## config.mk

```make
export PLATFORM = sky130hd
export DESIGN_NAME = prbs_checker_par
export DESIGN_NICKNAME = d
export VERILOG_FILES = /design/src/rtl/prbs_pkg.sv /design/src/rtl/prbs_checker_par_predict.sv /design/src/rtl/prbs_checker_par.sv
export SDC_FILE = /design/constraint.sdc
export NUM_CORES = 1
export LEC_CHECK = 0
export ABC_AREA = 1
export CORE_ASPECT_RATIO = 1.75
export CORE_MARGIN = 4
export CORE_UTILIZATION = 55
export CTS_CLUSTER_DIAMETER = 40
export DETAILED_ROUTE_END_ITERATION = 12
export DONT_BUFFER_PORTS = 1
export PLACE_DENSITY = 0.71
export SETUP_SLACK_MARGIN = 0.4
export SYNTH_ARGS = -nofsm -noshare
export SYNTH_HDL_FRONTEND = slang
export SYNTH_SLANG_ARGS = --single-unit
```

## constraint.sdc

```tcl
create_clock -name clk -period 7.45 [get_ports clk]
set_input_delay 1.8625 -clock clk [delete_from_list [all_inputs] [get_ports clk]]
set_output_delay 1.8625 -clock clk [all_outputs]
set_load 0.02 [all_outputs]
```

## src/rtl/prbs_pkg.sv

```systemverilog
// PRBS definitions shared by the parallel generator and checker.
// Contents: polynomial select encoding, tap positions, checker FSM states
// and a popcount helper. The tap tables must match the generator's.
package prbs_pkg;

    // Longest supported polynomial; sets the depth of the receive history.
    localparam int HIST_LEN = 31;

    typedef enum logic [1:0] {
        POLY_PRBS7  = 2'd0,   // x^7  + x^6  + 1
        POLY_PRBS15 = 2'd1,   // x^15 + x^14 + 1
        POLY_PRBS23 = 2'd2,   // x^23 + x^18 + 1
        POLY_PRBS31 = 2'd3    // x^31 + x^28 + 1
    } poly_e;

    // b[n] = b[n-TAP_A] ^ b[n-TAP_B], indexed by poly_sel.
    localparam int TAP_A [4] = '{7, 15, 23, 31};
    localparam int TAP_B [4] = '{6, 14, 18, 28};

    typedef enum logic [1:0] {
        IDLE   = 2'd0,
        SEARCH = 2'd1,
        LOCKED = 2'd2
    } state_e;

    // Number of set bits in a word of up to 64 bits.
    function automatic logic [6:0] popcount(input logic [63:0] v);
        logic [6:0] n;
        n = '0;
        for (int i = 0; i < 64; i++) begin
            n = n + 7'(v[i]);
        end
        return n;
    endfunction

endpackage

```

## src/rtl/prbs_checker_par_predict.sv

```systemverilog
// Combinational per-bit PRBS prediction and mismatch for one received word.
// Ports: hist (previous 31 received bits, [0] newest), in_data (bit 0 earliest),
//        poly_sel (polynomial select), mis (received XOR predicted, per bit).
module prbs_par_predict
    import prbs_pkg::*;
#(
    parameter int OutBits = 16
) (
    input  logic [HIST_LEN-1:0] hist,
    input  logic [OutBits-1:0]  in_data,
    input  logic [1:0]          poly_sel,
    output logic [OutBits-1:0]  mis
);

    // Each bit j sits at stream position n; a tap t lands either in the same
    // word (in_data[j-t]) or, if it reaches before the word, in the history
    // (hist[t-j-1], since hist[0] is the bit just before in_data[0]).
    // All four polynomials are built with constant indices and then muxed.
    for (genvar j = 0; j < OutBits; j++) begin : g_bit
        logic [3:0] pred;

        for (genvar k = 0; k < 4; k++) begin : g_poly
            localparam int TA = TAP_A[k];
            localparam int TB = TAP_B[k];
            logic bit_a;
            logic bit_b;

            if (j >= TA) begin : g_a_word
                assign bit_a = in_data[j-TA];
            end else begin : g_a_hist
                assign bit_a = hist[TA-j-1];
            end

            if (j >= TB) begin : g_b_word
                assign bit_b = in_data[j-TB];
            end else begin : g_b_hist
                assign bit_b = hist[TB-j-1];
            end

            assign pred[k] = bit_a ^ bit_b;
        end

        assign mis[j] = in_data[j] ^ pred[poly_sel];
    end

endmodule

```

## src/rtl/prbs_checker_par.sv

```systemverilog
// Parallel self-synchronising PRBS checker (PRBS7/15/23/31), OutBits bits per word.
// Ports: clk, reset (async, high), en, poly_sel, in_valid/in_data, clr;
//        locked, inv_detected, err_vec, err_cnt, bit_cnt. One register stage of latency.
// Optional inverted-stream lock is built when PRBS_CHECK_INV_EN is defined.
module prbs_checker_par
    import prbs_pkg::*;
#(
    parameter int OutBits   = 16,
    parameter int CntWidth  = 48,
    parameter int LockWords = 8,
    parameter int LossWords = 4
) (
    input  logic                clk,
    input  logic                reset,
    input  logic                en,
    input  logic [1:0]          poly_sel,
    input  logic                in_valid,
    input  logic [OutBits-1:0]  in_data,
    input  logic                clr,
    output logic                locked,
    output logic                inv_detected,
    output logic [OutBits-1:0]  err_vec,
    output logic [CntWidth-1:0] err_cnt,
    output logic [CntWidth-1:0] bit_cnt
);

    localparam int SrchW = $clog2(LockWords + 1);
    localparam int LossW = $clog2(LossWords + 1);
    localparam logic [SrchW-1:0] SRCH_LAST = SrchW'(LockWords - 1);
    localparam logic [LossW-1:0] LOSS_LAST = LossW'(LossWords - 1);
    localparam logic [6:0] WORD_BITS = 7'(OutBits);
    localparam logic [6:0] HALF_BITS = 7'((OutBits + 1) / 2);

    state_e              state;
    logic [1:0]          poly_q;
    logic [HIST_LEN-1:0] hist;
    logic [HIST_LEN-1:0] hist_nxt;
    logic [OutBits-1:0]  mis_raw;
    logic [OutBits-1:0]  mis_eff;
    logic [63:0]         mis_ext;
    logic [6:0]          pop_raw;
    logic [6:0]          pop_eff;
    logic [SrchW-1:0]    srch_cnt;
    logic [LossW-1:0]    loss_cnt;
    logic                poly_chg;
    logic                hist_live;
    logic                word_clean;
    logic                word_bad;
    logic                count_en;

    // Saturating add: any carry out clamps the result to all-ones.
    function automatic logic [CntWidth-1:0] sat_add(input logic [CntWidth-1:0] a,
                                                    input logic [6:0]          inc);
        logic [CntWidth:0] s;
        s = {1'b0, a} + {{(CntWidth-6){1'b0}}, inc};
        return s[CntWidth] ? {CntWidth{1'b1}} : s[CntWidth-1:0];
    endfunction

    prbs_par_predict #(
        .OutBits (OutBits)
    ) u_predict (
        .hist     (hist),
        .in_data  (in_data),
        .poly_sel (poly_sel),
        .mis      (mis_raw)
    );

    // History after shifting in the whole word: the latest bit (MSB) becomes hist[0].
    for (genvar k = 0; k < HIST_LEN; k++) begin : g_hist
        if (k < OutBits) begin : g_from_word
            assign hist_nxt[k] = in_data[OutBits-1-k];
        end else begin : g_from_hist
            assign hist_nxt[k] = hist[k-OutBits];
        end
    end

    always_comb begin
        mis_ext = '0;
        mis_ext[OutBits-1:0] = mis_raw;
    end

    assign pop_raw = popcount(mis_ext);

`ifdef PRBS_CHECK_INV_EN
    logic             inv_q;
    logic [SrchW-1:0] inv_cnt;
    logic             word_inv;

    // Locked onto an inverted stream: every bit mismatches, so flip before use.
    assign mis_eff      = inv_q ? ~mis_raw : mis_raw;
    assign pop_eff      = inv_q ? (WORD_BITS - pop_raw) : pop_raw;
    assign inv_detected = inv_q;
`else
    assign mis_eff      = mis_raw;
    assign pop_eff      = pop_raw;
    assign inv_detected = 1'b0;
`endif

    // A zero history would make an all-zero input look perfect; never count it.
    assign hist_live  = |hist_nxt;
    assign word_clean = (pop_raw == 7'd0) && hist_live;
    assign word_bad   = (pop_eff >= HALF_BITS);
`ifdef PRBS_CHECK_INV_EN
    assign word_inv   = (pop_raw == WORD_BITS) && hist_live;
`endif

    // poly_q trails poly_sel by one cycle, so a change is seen for exactly one cycle.
    assign poly_chg = (poly_sel != poly_q) && (state != IDLE);
    assign count_en = en && in_valid && !poly_chg && (state == LOCKED);

    always_ff @(posedge clk or posedge reset) begin
        if (reset) begin
            hist <= '0;
        end else if (in_valid) begin
            hist <= hist_nxt;
        end
    end

    always_ff @(posedge clk or posedge reset) begin
        if (reset) begin
            state    <= IDLE;
            poly_q   <= '0;
            locked   <= 1'b0;
            err_vec  <= '0;
            srch_cnt <= '0;
            loss_cnt <= '0;
`ifdef PRBS_CHECK_INV_EN
            inv_q    <= 1'b0;
            inv_cnt  <= '0;
`endif
        end else begin
            poly_q <= poly_sel;
            if (!en) begin
                state    <= IDLE;
                locked   <= 1'b0;
                err_vec  <= '0;
                srch_cnt <= '0;
                loss_cnt <= '0;
`ifdef PRBS_CHECK_INV_EN
                inv_q    <= 1'b0;
                inv_cnt  <= '0;
`endif
            end else if (poly_chg) begin
                // New polynomial: restart acquisition but keep the bit history.
                state    <= SEARCH;
                locked   <= 1'b0;
                srch_cnt <= '0;
                loss_cnt <= '0;
                if (in_valid) begin
                    err_vec <= mis_raw;
                end
`ifdef PRBS_CHECK_INV_EN
                inv_q    <= 1'b0;
                inv_cnt  <= '0;
`endif
            end else begin
                case (state)
                    IDLE: begin
                        state    <= SEARCH;
                        err_vec  <= '0;
                        srch_cnt <= '0;
                        loss_cnt <= '0;
`ifdef PRBS_CHECK_INV_EN
                        inv_cnt  <= '0;
`endif
                    end

                    SEARCH: begin
                        if (in_valid) begin
                            err_vec <= mis_raw;
                            if (word_clean) begin
                                if (srch_cnt == SRCH_LAST) begin
                                    state    <= LOCKED;
                                    locked   <= 1'b1;
                                    srch_cnt <= '0;
                                    loss_cnt <= '0;
                                end else begin
                                    srch_cnt <= srch_cnt + 1'b1;
                                end
                            end else begin
                                srch_cnt <= '0;
                            end
`ifdef PRBS_CHECK_INV_EN
                            if (word_inv) begin
                                if (inv_cnt == SRCH_LAST) begin
                                    state    <= LOCKED;
                                    locked   <= 1'b1;
                                    inv_q    <= 1'b1;
                                    inv_cnt  <= '0;
                                    loss_cnt <= '0;
                                end else begin
                                    inv_cnt <= inv_cnt + 1'b1;
                                end
                            end else begin
                                inv_cnt <= '0;
                            end
`endif
                        end
                    end

                    LOCKED: begin
                        if (in_valid) begin
                            err_vec <= mis_eff;
                            if (word_bad) begin
                                if (loss_cnt == LOSS_LAST) begin
                                    state    <= SEARCH;
                                    locked   <= 1'b0;
                                    loss_cnt <= '0;
                                    srch_cnt <= '0;
`ifdef PRBS_CHECK_INV_EN
                                    inv_q    <= 1'b0;
                                    inv_cnt  <= '0;
`endif
                                end else begin
                                    loss_cnt <= loss_cnt + 1'b1;
                                end
                            end else begin
                                loss_cnt <= '0;
                            end
                        end
                    end

                    default: begin
                        state  <= IDLE;
                        locked <= 1'b0;
                    end
                endcase
            end
        end
    end

    // clr wins over a coincident increment.
    always_ff @(posedge clk or posedge reset) begin
        if (reset) begin
            err_cnt <= '0;
            bit_cnt <= '0;
        end else if (clr) begin
            err_cnt <= '0;
            bit_cnt <= '0;
        end else if (count_en) begin
            err_cnt <= sat_add(err_cnt, pop_eff);
            bit_cnt <= sat_add(bit_cnt, WORD_BITS);
        end
    end

endmodule

```

# Yosys cells after proc, flatten, opt, wreduce, memory -nomap -nowiden

Index checks and enable logic that the tools add are counted.
W data, S select, Z words.

Add/sub/neg operators: 19
Magnitude comparators: 2
Equal/unequal tests: 14
Muxes and demuxes: 78
Bitwise logic cells: 72
Reductions and logical operators: 16

Operators by type and width:

| cell                    | count |
|---|---|
| $mux W48                | 6 |
| $xor A1 B1 Y1           | 72 |
| $add A7 B1 Y7           | 9 |
| $add A48 B5 Y49 const B | 1 |
| $add A48 B7 Y49         | 1 |
| $mux W16                | 3 |
| $bmux W1 S2             | 16 |
| $mux W4                 | 8 |
| $pmux W16 S2            | 1 |
| $reduce_or A31 Y1       | 1 |
| $mux W1                 | 24 |
| $mux W3                 | 8 |
| $ne A4 B4 Y1 const B    | 5 |
| $mux W2                 | 8 |
| $pmux W4 S3             | 1 |
| $reduce_and A5 Y1       | 2 |
| $pmux W3 S3             | 1 |
| $add A6 B1 Y7           | 1 |
| $ge A7 B4 Y1 const B    | 1 |
| $logic_not A7 Y1        | 1 |
| $reduce_and A7 Y1       | 1 |
| $add A5 B1 Y6           | 1 |
| $pmux W2 S3             | 1 |
| $reduce_and A6 Y1       | 1 |
| other kinds (22)        | 27 |

Bits in registers: 155
Bits of input ports: 23
Output and inout bits: 114
Word-level logic and storage cells: 210

# Longest topological paths before layout

Gate-level depths: netlist of run 1.

Depth in word-level cells: 26
Gate-level depth with buffers: 33
Gate-level depth less buffers: 33

# Modules after synthesis

A second synthesis of run 1 with hierarchy kept.

Cell total of the unflattened synthesis: 1769
Area total of the unflattened synthesis: 11810.1 um^2

Modules (own cells, without submodules):

| module           | times used | cells each | area each (um^2) | seq. area each (um^2) |
|---|---|---|---|---|
| prbs_checker_par | 1          | 1433       | 10012.1          | 3803.6 |
| prbs_par_predict | 1          | 336        | 1798.0           | 0.0 |

# Worst setup path before layout of run 1

Ideal clock, no wire load.

Kind: input to register
From: in poly_sel[0]
To: reg err_cnt[38]
Setup time: 0.117 ns
Arrival: 6.935 ns
Data required time: 7.333 ns
Slack: 0.398 ns
Stages on the path: 29
Buffers on the path: 2
Path through: buf_6 inv_1 buf_2 a21oi_1 o21ai_0 nand2_1 xor2_1 inv_1 fa_1 fa_1 fa_1 inv_1 fa_1 inv_1 ha_1 fa_1 xor2_1 ha_1 nand2_1 nor2_1 nand2_1 nand3_1 nand2_1 nor2_1 nand2_1 nand2_1 nand3_1 nand2_1 nand2_1

Longest elaborated chain between the ends: 22
Elaborated cells on any way between the ends: 73
Classes of those cells: add/sub (16); eq/ne (1); mux (35); bitwise (16); reduce/logical (5)

Ends and longest elaborated chain:

| item                          | RTL line                       | RTL |
|---|---|---|
| start: declaration            | prbs_checker_par.sv:16         | `input logic [1:0] poly_sel,` |
| $bmux W1 S2                   | prbs_checker_par_predict.sv:43 | `assign mis[j] = in_data[j] ^ pred[poly_sel];` |
| $mux W1 (implied by the code) | prbs_checker_par_predict.sv:43 |  |
| $xor A1 B1 Y1                 | prbs_checker_par_predict.sv:43 |  |
| $add A1 B1 Y2                 | prbs_pkg.sv:31                 | `n = n + 7'(v[i]);` |
| $add A2 B1 Y3                 | prbs_pkg.sv:31                 |  |
| $add A3 B1 Y4                 | prbs_pkg.sv:31                 |  |
| $add A4 B1 Y5                 | prbs_pkg.sv:31                 |  |
| $add A5 B1 Y6                 | prbs_pkg.sv:31                 |  |
| $add A6 B1 Y7                 | prbs_pkg.sv:31                 |  |
| $add A7 B1 Y7 (9 in a row)    | prbs_pkg.sv:31                 |  |
| $add A48 B7 Y49               | prbs_checker_par.sv:55         | `s = {1'b0, a} + {{(CntWidth-6){1'b0}}, inc};` |
| $mux W48                      | prbs_checker_par.sv:56         | `return s[CntWidth] ? {CntWidth{1'b1}} : s[CntWidth-1:0];` |
| $mux W48                      | prbs_checker_par.sv:240        | `end else if (count_en) begin` |
| $mux W48                      | prbs_checker_par.sv:237        | `end else if (clr) begin` |
| end signal: assignment        | prbs_checker_par.sv:241        | `err_cnt <= sat_add(err_cnt, pop_eff);` |
| end: declaration              | prbs_checker_par.sv:23         | `output logic [CntWidth-1:0] err_cnt,` |

Several ways; a longest one is shown, not always the timed one. The select of a mux whose other input is x is not followed.
A chain may end at the register's enable or synchronous reset.

# Final worst setup path of run 1

From: in in_data[4]
To: reg err_cnt[47]

Longest elaborated chain between the ends: 17
Elaborated cells on any way between the ends: 25
Classes of those cells: add/sub (13); mux (7); bitwise (5)

Ends and longest elaborated chain:

| item                         | RTL line                       | RTL |
|---|---|---|
| start: declaration           | prbs_checker_par.sv:18         | `input logic [OutBits-1:0] in_data,` |
| $xor A1 B1 Y1                | prbs_checker_par_predict.sv:43 |  |
| $add A4 B1 Y5                | prbs_pkg.sv:31                 |  |
| $add A5 B1 Y6                | prbs_pkg.sv:31                 |  |
| $add A6 B1 Y7                | prbs_pkg.sv:31                 |  |
| $add A7 B1 Y7 (4 in a row)   | prbs_pkg.sv:31                 |  |
| $add A7 B1 Y7 * (5 in a row) | prbs_pkg.sv:31                 |  |
| $add A48 B7 Y49 *            | prbs_checker_par.sv:55         |  |
| $mux W48 *                   | prbs_checker_par.sv:56         |  |
| $mux W48 *                   | prbs_checker_par.sv:240        |  |
| $mux W48 *                   | prbs_checker_par.sv:237        |  |

Mark *: on every way between the ends. The rest lies on a longest branch, timed or not. The select of a mux whose other input is x is not followed.

==> summary.txt, run 1 <==
Logic synthesis
  – EDFF count, synth: 0
  – Register area share after synthesis: 32.8%
  – Synthesized area divided by synthesized cell count: 6.66 um^2
  – Number of warnings printed during yosys synthesis: 0
  – Number of standard cells after synthesis: 1741
  – Synthesis-stage register bit count: 152
  – Cell area after synthesis: 11600 um^2
  – Count of cell types in the netlist: 47
  – Async S/R FF share, synth: 100%
  – Primary flip-flop cell chosen by synthesis mapping: sky130_fd_sc_hd__dfrtp_1
  – Post-Syn Nets: 1803

Worst setup path
  – Top Family by Delay on Critical Path: adder cells
  – Endpoint class of the critical path: flop
  – Biggest cell delay along the critical path: 0.55 ns
  – Data required time of the worst path: 7.79 ns
  – Cell repeated most along the worst path: sky130_fd_sc_hd__fa_1
  – Worst EP arrival: 7.23 ns
  – Buffers plus inverters on the worst setup path: 8
  – Category of the worst setup path launch point: primary input
  – Crit path max fanout: 6
  – Start-to-end type of the worst setup path: in -> reg
  – Slowest CP cell: sky130_fd_sc_hd__fa_1

Hold path
  – Hold/Removal Path Class: reg -> reg

Finish
  – Final standard cell area without fillers: 12800 um^2
  – Antenna diode instance count: 0
  – Growth of design area from synthesis to finish: 10.5%
  – Share of layout cells above drive strength 1: 9.89%
  – Non-filler instance count after layout: 2012
  – Number of nets in the layout: 1810

Floorplan
  – Starting utilization of the core area: 55.6%
  – Die Y-Extent: 200 um
  – Ports placed on the boundary: 137
  – Count of standard-cell rows: 70
  – Area of the die: 23500 um^2
  – Die extent in x: 118 um
  – Core region area: 20800 um^2

STA
  – Worst Max-Slew Pin Slew: 1.18 ns
  – Final period demand of the worst path: 6.89 ns
  – Fin. max-slew vios: 0
  – Worst slew slack as a fraction of its limit: 21.1%
  – Final-layout worst hold slack: 0.507 ns
  – Max Clock Skew: 0.0106 ns
  – Unrepaired setup endpoints after global routing: yes
  – Period utilisation layout: 92.5%
  – Worst-case setup margin in the final layout: 0.561 ns
  – Fin. Hold Viols: 0
  – Setup violators final: 0
  – Fmax achieved: 145 MHz
  – Fin Setup TNS: 0 ns

Routing
  – 1st-iter DRT viols: 901
  – Routed vias/inst: 5.74
  – DR WL/cell: 18.5 um
  – Total length of routed wires: 37.3 mm
  – DRT antenna net count: 0
  – Router iterations before antenna repair: 7
  – Remaining design rule violation count: 0
  – Total via count in the routed design: 11.5k

Placement
  – Number of cells in the design after placement: 1971
  – Worst slack, placed: -0.127 ns
  – Number of I/O port buffers: 0
  – Sum of net half-perimeters after detailed placement: 27.6 mm
  – Cell area after placement: 11900 um^2
  – GPL Wtd Cong: 1.03

CTS
  – Clock latency reported for the late side of the worst-skew pair: 0.44 ns
  – Root Driver: sky130_fd_sc_hd__clkbuf_16
  – Number of H-tree levels: 4
  – CTS sink count: 152
  – Clock tree buffer depth: 2
  – CTS buffer count: 17
  – Clock tree from TritonCTS: done
  – Clock transition at the register clock pins on the worst setup and hold paths after CTS: 0.07 ns

Global routing
  – Overflow left after global routing: 0
  – Global-route wire length before repair: 58.4 mm
  – Vias in the first global route: 11.1k
  – Pin count of the biggest net entering global routing: 96
  – Number of antenna violations at the first check in global routing: 0
  – Combined global-route utilization of all metal layers: 31.2%

Power
  – Peak ir drop on the vdd network: 0.000211 V
  – Pwr dens: 246 nW/um^2
  – Leakage power: 0.00630 uW

Job
  – Max_cap viols: 0

Run status
  – Status: finished, final reports clean
==> worst paths after layout <==
check / start / end / slack [ns] / cells after the start
min reg2reg: loss_cnt[2]$_DFFE_PP0P_ / loss_cnt[2]$_DFFE_PP0P_ / 0.51 / 2
max: in_data[4] / err_cnt[47]$_DFFE_PP0P_ / 0.56 / 30
max in group asynchronous: reset / err_cnt[2]$_DFFE_PP0P_ / 4.60 / 2
max reg2reg: hist[3]$_DFFE_PP0P_ / err_cnt[47]$_DFFE_PP0P_ / 1.29 / 32
min: loss_cnt[2]$_DFFE_PP0P_ / loss_cnt[2]$_DFFE_PP0P_ / 0.51 / 2
min in group asynchronous: reset / hist[20]$_DFFE_PP0P_ / 1.48 / 1
==> Yosys cell counts (all sizes together), types with 11 or more instances <==
cell type,n,area [um^2]
nand2,626,2390
inv,211,795
nor2,186,758
o21ai,156,807
dfrtp,152,3800
nand3,149,828
xor2,49,429
buf,40,282
nand4,34,228
ha,28,350
nor3,27,206
a21oi,15,78.8
xnor2,15,150
clkbuf,13,48.8
fa,11,220
==> cells by family after synthesis <==
family,Yosys count,share of synthesized area (%)
AND/OR/NAND/NOR,1036,39.0
buffers and inverters,265,9.75
AO/OA/AOI/OAI,184,8.47
flip-flops,152,32.8
XOR/XNOR,64,5.00
adder cells (fa/ha/maj),39,4.92
other,1,0.0324
==> routing by layer <==
metal / vias to the layer above / track usage, % / share of wire [%]
met5: - / 0 / 0
met4: 0 / 16.5 / 5.4
met3: 128 / 6.60 / 6.7
met2: 461 / 58.4 / 52
met1: 5443 / 32.9 / 36
li1: 5508 / - / -
==> worst reg2reg max path, delay by kind of cell (launching register included) <==
kind                     cells  cell delay (ns)
AO/OA/AOI/OAI                5             0.45
XOR/XNOR                     1             0.20
flip-flops                   1             0.46
adder cells (fa/ha/maj)      8             3.22
AND/OR/NAND/NOR              9             0.93
buffers and inverters        9             0.82
==> cell type report <==
cell class	count	area, um^2
well taps	252	315
flip-flops and latches	152	3800
inverters	212	821
multi-input cells	1324	6820
repair buffers	41	422
clock buffers	24	492
clock inverters	7	140
fillers	1993	8040
==> flip-flops by register name, indices dropped and copies added, names as in the netlist <==
register  cells
loss_cnt      3
hist         31
err_vec      16
srch_cnt      4
poly_q        2
err_cnt      48
state         2
locked        1
bit_cnt      45
==> through the flow <==
step                total power (uW)  util [%]
floorplan                       1700         -
global placement                2030      56.8
detailed placement              2050      56.8
CTS                             3010      60.0
global route                    3360      61.4
finish                          3160      61.4
==> placed cells by master (no fill, tap or decap), drive strengths merged <==
| cell type | Yosys | routed |
|---|---|---|
| a31oi | 2 | 2 |
| nor2 | 186 | 186 |
| a21oi | 15 | 15 |
| xnor2 | 15 | 15 |
| clkdlybuf4s15 | 0 | 1 |
| nand2 | 626 | 626 |
| nor4 | 1 | 1 |
| and3 | 1 | 1 |
| and2 | 1 | 1 |
| o21bai | 1 | 1 |
| o21ai | 156 | 156 |
| o211ai | 7 | 7 |
| inv | 211 | 208 |
| nand3b | 7 | 7 |
| clkbuf | 13 | 27 |
| ha | 28 | 28 |
| dfrtp | 152 | 152 |
| nand4 | 34 | 34 |
| fa | 11 | 11 |
| buf | 40 | 37 |
| o31ai | 1 | 1 |
| or2 | 4 | 4 |
| clkinvlp | 0 | 5 |
| bufinv | 0 | 4 |
| conb | 1 | 1 |
| clkinv | 1 | 2 |
| o21a | 2 | 2 |
| nor3 | 27 | 27 |
| xor2 | 49 | 49 |
| nand3 | 149 | 149 |
==> where the power goes <==
group          switching [uW]  internal (uW)  total, uW
Clock                     356            595        951
Sequential               52.7            858        910
Combinational             749            547       1300
==> what timing repair did <==
item                                    4_1_cts  5_1_grt
hold buffers                                  0        0
setup buffers                                 0        6
cloned                                        0        4
pin swaps                                     2       26
endpoints found under the setup margin       26       51
resized for setup                             6       44
Power figures use the tool's default switching activity.
==> run 2, diff against run 1 <==
--- a/config.mk
+++ b/config.mk
@@ -6,6 +6,7 @@
 export NUM_CORES = 1
 export LEC_CHECK = 0
 export ABC_AREA = 1
+export CAP_MARGIN = 20
 export CORE_ASPECT_RATIO = 1.75
 export CORE_MARGIN = 4
 export CORE_UTILIZATION = 55
==> run 2 against run 1 <==
Combinational power is essentially flat. Clock-buffer cell count is the same. Via count grew 0.24%. Clock power is essentially flat. Design area grew 0.38%. Die area is the same. Sequential cell count is the same. Sequential share of layout area shrank 0.11 points. Global-route usage is the same. Fmax is essentially flat.
==> summary.txt, run 2 (synthesis gave the netlist of run 1 again) <==
STA
  – Worst slew slack as a fraction of its limit: 38.4% (was 21.1%)
  – Worst Max-Slew Pin Slew: 0.924 ns (was 1.18 ns)
  – Setup violators final: 0 (unchanged)
  – Worst-case setup margin in the final layout: 0.564 ns (was 0.561 ns)
  – Unrepaired setup endpoints after global routing: yes (unchanged)
  – Max Clock Skew: 0.00974 ns (was 0.0106 ns)
  – Final period demand of the worst path: 6.89 ns (about the same)
  – Period utilisation layout: 92.4% (was 92.5%)
  – Fmax achieved: 145 MHz (about the same)
  – Fin. max-slew vios: 0 (unchanged)
  – Fin. Hold Viols: 0 (unchanged)

Floorplan
  – Die Y-Extent: 200 um (unchanged)
  – Die extent in x: 118 um (unchanged)
  – Starting utilization of the core area: 55.6% (unchanged)
  – Area of the die: 23500 um^2 (unchanged)
  – Core region area: 20800 um^2 (unchanged)
  – Ports placed on the boundary: 137 (unchanged)
  – Count of standard-cell rows: 70 (unchanged)

Worst setup path
  – Worst flop-to-flop path endpoint: err_cnt[20]$_DFFE_PP0P_ (was err_cnt[47]$_DFFE_PP0P_)
  – Start-to-end type of the worst setup path: in -> reg (unchanged)
  – Slowest CP cell: sky130_fd_sc_hd__fa_1 (unchanged)
  – Start of the worst register-to-register path: hist[3]$_DFFE_PP0P_ (unchanged)
  – Category of the worst setup path launch point: primary input (unchanged)
  – Crit path max fanout: 5 (was 6)
  – End point of the critical path: err_cnt[20]$_DFFE_PP0P_ (was err_cnt[47]$_DFFE_PP0P_)
  – Data required time of the worst path: 7.80 ns (was 7.79 ns)
  – R2R cell count: 32 (unchanged)
  – Timing startpoint of the critical path: in_data[4] (unchanged)
  – Biggest cell delay along the critical path: 0.55 ns (about the same)
  – Worst EP arrival: 7.24 ns (was 7.23 ns)
  – Endpoint class of the critical path: flop (unchanged)
  – Internal reg-to-reg setup slack: 1.33 ns (was 1.29 ns)
  – Cell repeated most along the worst path: sky130_fd_sc_hd__fa_1 (unchanged)

Hold path
  – Cell count of the worst hold path: 2 (unchanged)
  – Hold/Removal Path Class: reg -> reg (unchanged)

CTS
  – Clock latency reported for the late side of the worst-skew pair: 0.44 ns (about the same)
  – CTS buffer count: 17 (unchanged)
  – Post-CTS Hold Buffers: 0 (unchanged)
  – Clock tree buffer depth: 2 (unchanged)
  – CTS sink count: 152 (unchanged)
  – Clock transition at the register clock pins on the worst setup and hold paths after CTS: 0.06 ns (was 0.07 ns)
  – Clock tree from TritonCTS: done (unchanged)
  – Number of H-tree levels: 4 (unchanged)
  – Root Driver: sky130_fd_sc_hd__clkbuf_16 (unchanged)

Global routing
  – Global-route wire length before repair: 58.4 mm (unchanged)
  – Pin count of the biggest net entering global routing: 96 (unchanged)
  – Vias in the first global route: 11.1k (unchanged)
  – Overflow left after global routing: 0 (unchanged)
  – Combined global-route utilization of all metal layers: 31.2% (unchanged)
  – Number of antenna violations at the first check in global routing: 0 (unchanged)

Finish
  – Non-filler instance count after layout: 2013 (was 2012)
  – Largest register FFs: 48 (unchanged)
  – Number of nets in the layout: 1811 (was 1810)
  – Share of layout cells above drive strength 1: 10.2% (was 9.89%)
  – Largest register by flop count: err_cnt (unchanged)
  – Largest registers: err_cnt: 48 flops, bit_cnt: 45 flops, hist: 31 flops (unchanged)
  – Commonest cells after routing, fill and taps aside: sky130_fd_sc_hd__nand2_1, sky130_fd_sc_hd__inv_1, sky130_fd_sc_hd__nor2_1 (unchanged)
  – Leading cell type in the layout, fill and taps excluded: sky130_fd_sc_hd__nand2_1 (unchanged)
  – Antenna diode instance count: 0 (unchanged)
  – Growth of design area from synthesis to finish: 11.0% (was 10.5%)

Run status
  – Status: finished, final reports clean (unchanged)

Routing
  – Total length of routed wires: 37.3 mm (about the same)
  – Router iterations before antenna repair: 7 (unchanged)
  – Total via count in the routed design: 11.6k (was 11.5k)
  – Routed vias/inst: 5.75 (was 5.74)
  – DRT antenna net count: 0 (unchanged)
  – Remaining design rule violation count: 0 (unchanged)
  – DR WL/cell: 18.6 um (was 18.5 um)
  – 1st-iter DRT viols: 967 (was 901)

Placement
  – Worst slack, placed: -0.127 ns (unchanged)
  – Number of I/O port buffers: 0 (unchanged)
  – GPL Wtd Cong: 1.03 (unchanged)
  – Sum of net half-perimeters after detailed placement: 27.6 mm (unchanged)
  – Number of cells in the design after placement: 1971 (unchanged)

Power
  – Peak ir drop on the vdd network: 0.000212 V (was 0.000211 V)
  – Leakage power: 0.00633 uW (was 0.00630 uW)
  – Pwr dens: 246 nW/um^2 (about the same)

Job
  – Max_cap viols: 0 (unchanged)
[run 2: stage by stage]
step | instance area (um^2) | hold WS [ns] | power (uW) | util, % | setup TNS, ns
2_1_floorplan | 11600 | 0.457 | 1700 | - | 0
3_3_place_gp | 11900 | 0.486 | 2030 | 56.8 | -0.0151
3_5_place_dp | 11900 | 0.496 | 2050 | 56.8 | -2.69
4_1_cts | 12500 | 0.506 | 3010 | 60.0 | 0
5_1_grt | 12900 | 0.547 | 3370 | 61.7 | 0
6_report | 12900 | 0.508 | 3160 | 61.7 | 0
[run 2: critical path: cells and delay by family]
family	cells	cell delay (ns)
AND/OR/NAND/NOR	8	0.88
AO/OA/AOI/OAI	5	0.53
buffers and inverters	8	0.52
XOR/XNOR	1	0.20
adder cells (fa/ha/maj)	8	3.22
[run 2: layout make-up]
class                      count  area (um^2)
clock buffer                  24          492
clock inverter                 7          140
fill                        1991         7990
inverter                     212          821
multi-input combinational   1324         6830
sequential                   152         3800
tap                          252          315
timing repair buffer          42          453
[run 2: worst min path at each step]
stage / start / endpoint / slack [ns]
after CTS: loss_cnt[2]$_DFFE_PP0P_ / loss_cnt[2]$_DFFE_PP0P_ / 0.51
after detailed placement: loss_cnt[2]$_DFFE_PP0P_ / loss_cnt[2]$_DFFE_PP0P_ / 0.50
final: hist[29]$_DFFE_PP0P_ / hist[29]$_DFFE_PP0P_ / 0.51
after global routing: loss_cnt[2]$_DFFE_PP0P_ / loss_cnt[2]$_DFFE_PP0P_ / 0.55
after global placement: loss_cnt[2]$_DFFE_PP0P_ / loss_cnt[2]$_DFFE_PP0P_ / 0.49
after floorplan: loss_cnt[1]$_DFFE_PP0P_ / loss_cnt[1]$_DFFE_PP0P_ / 0.46
[run 2: report_power, final]
part           internal, uW  switching, uW
Sequential              858           52.8
Combinational           548            750
Clock                   595            355
[run 2: repair_timing]
item,4_1_cts,5_1_grt
pin swaps,2,33
endpoints found under the hold margin,0,0
endpoints found under the setup margin,26,51
setup buffers,0,6
gates resized for setup,6,49
cloned,0,4
[run 2: per-layer routing]
layer	global-route usage, %	wire length, um	vias to the layer above
met5	0	0	-
met1	32.9	13200	5475
met4	16.5	1880	0
li1	-	-	5523
met2	58.4	19800	452
met3	6.60	2480	118
